## src/rtl/alu_seq_ctrl.sv

```systemverilog
// Sequencing controller for the 8-bit add/subtract ALU board top level:
// button debounce, operand entry FSM, result capture and 7-segment scan.
module alu_seq_ctrl #(
    parameter int unsigned DEBOUNCE_CYCLES = 1000000,
    parameter int unsigned SCAN_CYCLES     = 100000
) (
    input  logic        Clk,
    input  logic        Rst,
    input  logic [15:0] Sw,
    input  logic [2:0]  Btn,
    input  logic [8:0]  AluResult,
    output logic [7:0]  OpX,
    output logic [7:0]  OpY,
    output logic        Cin,
    output logic        Sel,
    output logic [8:0]  Result,
    output logic [1:0]  DigitSel,
    output logic [7:0]  AN,
    output logic        Busy,
    output logic        Done
);

    localparam int unsigned DW = (DEBOUNCE_CYCLES > 2) ? $clog2(DEBOUNCE_CYCLES) : 1;
    localparam int unsigned SW = (SCAN_CYCLES > 1) ? $clog2(SCAN_CYCLES) : 1;

    typedef enum logic [1:0] {
        LOAD_X,
        LOAD_Y,
        EXEC,
        SHOW
    } state_t;

    logic unused_inputs;
    assign unused_inputs = ^{Btn[2], Sw[14:9]};

    // ---------------- button conditioning (index 0 = step, 1 = clear)
    logic [1:0]    sync1_q, sync2_q;
    logic [1:0]    level_q, level_d;
    logic [1:0]    strobe_q, strobe_d;
    logic [DW-1:0] cnt_q [2];
    logic [DW-1:0] cnt_d [2];

    always_comb begin
        level_d  = level_q;
        strobe_d = '0;
        for (int unsigned i = 0; i < 2; i++) begin
            cnt_d[i] = '0;
            if (sync2_q[i] != level_q[i]) begin
                if (cnt_q[i] == DW'(DEBOUNCE_CYCLES - 1)) begin
                    level_d[i]  = sync2_q[i];
                    strobe_d[i] = sync2_q[i];
                end else begin
                    cnt_d[i] = cnt_q[i] + 1'b1;
                end
            end
        end
    end

    always_ff @(posedge Clk or posedge Rst) begin
        if (Rst) begin
            sync1_q  <= '0;
            sync2_q  <= '0;
            level_q  <= '0;
            strobe_q <= '0;
            cnt_q[0] <= '0;
            cnt_q[1] <= '0;
        end else begin
            sync1_q  <= Btn[1:0];
            sync2_q  <= sync1_q;
            level_q  <= level_d;
            strobe_q <= strobe_d;
            cnt_q[0] <= cnt_d[0];
            cnt_q[1] <= cnt_d[1];
        end
    end

    // ---------------- operand entry FSM
    state_t      state_q, state_d;
    logic [7:0]  opx_q, opx_d, opy_q, opy_d;
    logic        cin_q, cin_d, sel_q, sel_d;
    logic [8:0]  result_q, result_d;
    logic        busy_q, busy_d, done_q, done_d;

    always_ff @(posedge Clk or posedge Rst) begin
        if (Rst) begin
            state_q  <= LOAD_X;
            opx_q    <= '0;
            opy_q    <= '0;
            cin_q    <= 1'b0;
            sel_q    <= 1'b1;
            result_q <= '0;
            busy_q   <= 1'b0;
            done_q   <= 1'b0;
        end else begin
            state_q  <= state_d;
            opx_q    <= opx_d;
            opy_q    <= opy_d;
            cin_q    <= cin_d;
            sel_q    <= sel_d;
            result_q <= result_d;
            busy_q   <= busy_d;
            done_q   <= done_d;
        end
    end

    always_comb begin
        state_d  = state_q;
        opx_d    = opx_q;
        opy_d    = opy_q;
        cin_d    = cin_q;
        sel_d    = sel_q;
        result_d = result_q;
        // Clear takes priority and swallows a coincident step.
        if (strobe_q[1]) begin
            state_d  = LOAD_X;
            opx_d    = '0;
            opy_d    = '0;
            cin_d    = 1'b0;
            sel_d    = 1'b1;
            result_d = '0;
        end else begin
            unique case (state_q)
                LOAD_X: if (strobe_q[0]) begin
                    opx_d   = Sw[7:0];
                    state_d = LOAD_Y;
                end
                LOAD_Y: if (strobe_q[0]) begin
                    opy_d   = Sw[7:0];
                    cin_d   = Sw[8];
                    sel_d   = Sw[15];
                    state_d = EXEC;
                end
                EXEC: begin
                    result_d = AluResult;
                    state_d  = SHOW;
                end
                SHOW: if (strobe_q[0]) state_d = LOAD_X;
                default: state_d = LOAD_X;
            endcase
        end
    end

    // Status flags are decoded from the next state so they leave as flops.
    always_comb begin
        busy_d = (state_d == LOAD_Y) || (state_d == EXEC);
        done_d = (state_d == SHOW);
    end

    // ---------------- display scan
    logic [SW-1:0] scan_q, scan_d;
    logic [1:0]    digit_q, digit_d;
    logic [7:0]    an_q, an_d;

    always_comb begin
        scan_d  = scan_q + 1'b1;
        digit_d = digit_q;
        if (scan_q == SW'(SCAN_CYCLES - 1)) begin
            scan_d  = '0;
            digit_d = (digit_q == 2'd2) ? 2'd0 : digit_q + 2'd1;
        end
        unique case (digit_d)
            2'd0:    an_d = 8'hFE;
            2'd1:    an_d = 8'hFD;
            2'd2:    an_d = 8'hFB;
            default: an_d = '1;
        endcase
    end

    always_ff @(posedge Clk or posedge Rst) begin
        if (Rst) begin
            scan_q  <= '0;
            digit_q <= '0;
            an_q    <= '1;
        end else begin
            scan_q  <= scan_d;
            digit_q <= digit_d;
            an_q    <= an_d;
        end
    end

    assign OpX      = opx_q;
    assign OpY      = opy_q;
    assign Cin      = cin_q;
    assign Sel      = sel_q;
    assign Result   = result_q;
    assign DigitSel = digit_q;
    assign AN       = an_q;
    assign Busy     = busy_q;
    assign Done     = done_q;

endmodule

```

## config.mk

```make
export PLATFORM = sky130hd
export DESIGN_NAME = alu_seq_ctrl
export DESIGN_NICKNAME = d
export VERILOG_FILES = /design/src/rtl/alu_seq_ctrl.sv
export SDC_FILE = /design/constraint.sdc
export NUM_CORES = 1
export LEC_CHECK = 0
export CAP_MARGIN = 20
export CORE_MARGIN = 2
export CORE_UTILIZATION = 58
export CTS_BUF_LIST = sky130_fd_sc_hd__clkbuf_4 sky130_fd_sc_hd__clkbuf_8 sky130_fd_sc_hd__clkbuf_16
export DETAILED_ROUTE_END_ITERATION = 16
export PLACE_DENSITY = 0.85
export SLEW_MARGIN = 40
export SYNTH_ARGS = -nofsm -noshare
export SYNTH_HDL_FRONTEND = slang
export SYNTH_SLANG_ARGS = --single-unit
```

## constraint.sdc

```tcl
create_clock -name Clk -period 8.9 [get_ports Clk]
set_input_delay 2.67 -clock Clk [delete_from_list [all_inputs] [get_ports Clk]]
set_output_delay 2.67 -clock Clk [all_outputs]
set_load 0.01 [all_outputs]
```

==> out/metrics.csv <==
metric,value,unit
synthAdderAreaFrac,1.098,%
synth.area.top_cells,"dfrtp_1 (53%), nand2_1 (5.1%), xnor2_1 (4.8%)",
synth_xor_area_share,7.496,%
cp_top_family,flip-flops,
min_path_type,flop to flop,
fin_tns_setup,0,ns
io_buffers,56,
dpl_cell_area,0.005202,sq mm
max-cap-violations,0,
viasPerCell,5.624,
clockBufferDepth,2,
critPathBufInv,1,
p_comb_share,3.6,%
synth.avg_cell_area,10.22,sq um
wire_per_inst,14.42,microns
yosysWarnings,0,
grt_antenna_before_repair,0,
synth_commonest_cells,"dfrtp_1 (97), nand2_1 (62), nor2_1 (45)",
drive_above_1_share,7.298,%
drc,0,
fp.dieW,92.64,microns
ys_types,47,
antenna_cells,0,
period_minus_slack,4.099,ns
slowest_delay,0.54,ns
worstPathRequired,6.23,ns
place_ws,4.612,ns
start_util,59.28,%
synth_mux_area_share,2.471,%
p_sw_share,21.36,%
maxSlewHeadroom,51.73,%
io_pins,69,
clkPwrFrac,37.5,%
seqCellArea,0.002534,sq mm
synth_top_family_by_area,simple AND/OR/NAND/NOR gates,
drt.antenna.violating_nets,0,
synth_edf_count,0,
htreeDepth,3,
place_hpwl,5987,microns
status,"finished, final reports clean",
clock.fmax,244.0,MHz
vias,3425,
design_area,0.005424,sq mm
post_cts_buffers,0,
grt_use_met2,35.83,%
synth.most_common_cell,dfrtp_1,
rsz0062_at_grt,no,
path_max_fanout,2,
seq_area_frac_synth,55.57,%
cts_resized,0,
worst_pin_slew,0.7239,ns
power_density,145.6,mW/mm^2
first_iter_violations,177,
rows,32,
use_met1,29.21,%
cp-end-kind,primary output,
grt_start_max_net_pins,71,
worstSkewPairLatency,0.36,ns
cts_sinks,101,
multi_input_comb_area,0.001951,sq mm
met3_usage,3.906,%
core_region_area,0.007687,sq mm
hold_viol,0,
dp_cells,594,
synth_compound_area_share,6.398,%
postLayoutCoreUtil,70.56,%
clk_pin_slew,0.09,ns
startpoint_type,flop,
die_h,92.64,microns
grt_pass1_vias,3359,
synthSimpleGateAreaFrac,24.57,%
top_usage_layer,met2,
switching_power,168.7,uW
synthArstFlopShare,100.0,%
worst_slack,4.801,ns
syn_inst,446,
wl,8783,microns
place.gp.congestion,0.8130,
skew,0.01148,ns
p_seq_share,58.9,%
yosysTopAreaCell,dfrtp_1,
cts-root-buf,clkbuf_8,
whs,0.3648,ns
cts_made_buffers,9,
final_cells,609,
slowest_stage,dfstp_2,
synth_ff_type,dfrtp_1,
grt_pass1_wl,15110,microns
path_class,flop to primary output,
nets,537,
slew_viol_final,0,
fin_crit_sh,46.06,%
power.total,789.5,uW
hold_buffers,0,
arrival,1.43,ns
p_leak,2.290,nW
ys_ff_latch,101,
synthToLayoutAreaGrowth,19.03,%
design.die.area,0.008581,sq mm
cts_tree,built,
grt-ovfl-total,0,
grt_usage,21.89,%
syn_area,0.004557,sq mm
p_int,620.9,uW
max-vdd-ir-drop,0.1223,mV
num-fill-cells,584,
yosysTopAreaCellShare,53.27,%
detail_route.first_pass.iterations,4,
path_cells,clkdlybuf4s50_1,
setup_viol,0,
-- cells in the final DEF, fill, tap and decap left out, drive strengths merged, types with 10 or more instances in the layout --
cell type,instances
nor2,45
nand4,11
xnor2,25
nand2,62
nor3,13
xor2,14
nand3,22
a21oi,34
clkbuf,12
clkdlybuf4s50,56
and3,10
dfrtp,97
-- area by class of cell --
| cell class | count | share of cell area (%) |
|---|---|---|
| well taps | 102 | 2.353 |
| multi-input cells | 326 | 35.96 |
| flip-flops and latches | 101 | 46.71 |
| clock inverters | 3 | 0.8305 |
| inverters | 7 | 0.5306 |
| repair buffers | 58 | 10.68 |
| clock buffers | 12 | 2.930 |
-- state kept, by name, summed over array words and instances (netlist names) --
| register | count |
|---|---|
| AN | 3 |
| OpY | 8 |
| DigitSel | 2 |
| Result | 9 |
| Sel | 1 |
| sync1_q | 2 |
| Busy | 1 |
| OpX | 8 |
| state_q | 2 |
| strobe_q | 2 |
| cnt_q | 40 |
| Done | 1 |
| sync2_q | 2 |
| level_q | 2 |
| scan_q | 17 |
| Cin | 1 |
-- power by group through the flow --
stage                     logic (mW)  clock network (mW)  registers, mW
after CTS                     0.0289               0.301          0.465
after global placement        0.0283                   0          0.474
after floorplan               0.0157                   0          0.473
after detailed placement      0.0287                   0          0.474
final                         0.0286               0.296          0.465
after global routing          0.0327               0.320          0.466
-- path summary, 6_finish.rpt --
kind,cells after the start,from,endpoint,slack [ns]
max,1,Sel,Sel,4.80
max reg2reg,5,cnt_q[20],cnt_q[38],6.82
min in group asynchronous,2,Rst,cnt_q[19],2.66
max in group asynchronous,3,Rst,OpX[2],5.31
min,0,sync1_q[0],sync2_q[0],0.36
min reg2reg,0,sync1_q[0],sync2_q[0],0.36
-- cell families after synthesis --
kind of cell / count (synthesis)
flip-flops: 101
multiplexers: 11
other: 1
XOR/XNOR: 39
adder cells (fa/ha/maj): 4
AND/OR/NAND/NOR: 215
buffers and inverters: 23
AO/OA/AOI/OAI: 52
-- layer usage --
metal  share of wire [%]  vias up
li1                    -     1658
met1                  45     1672
met2                  49       82
met3                 4.3       13
met4                 1.6        0
met5                   0        -
No activity file was read; power rests on OpenSTA's default activity.
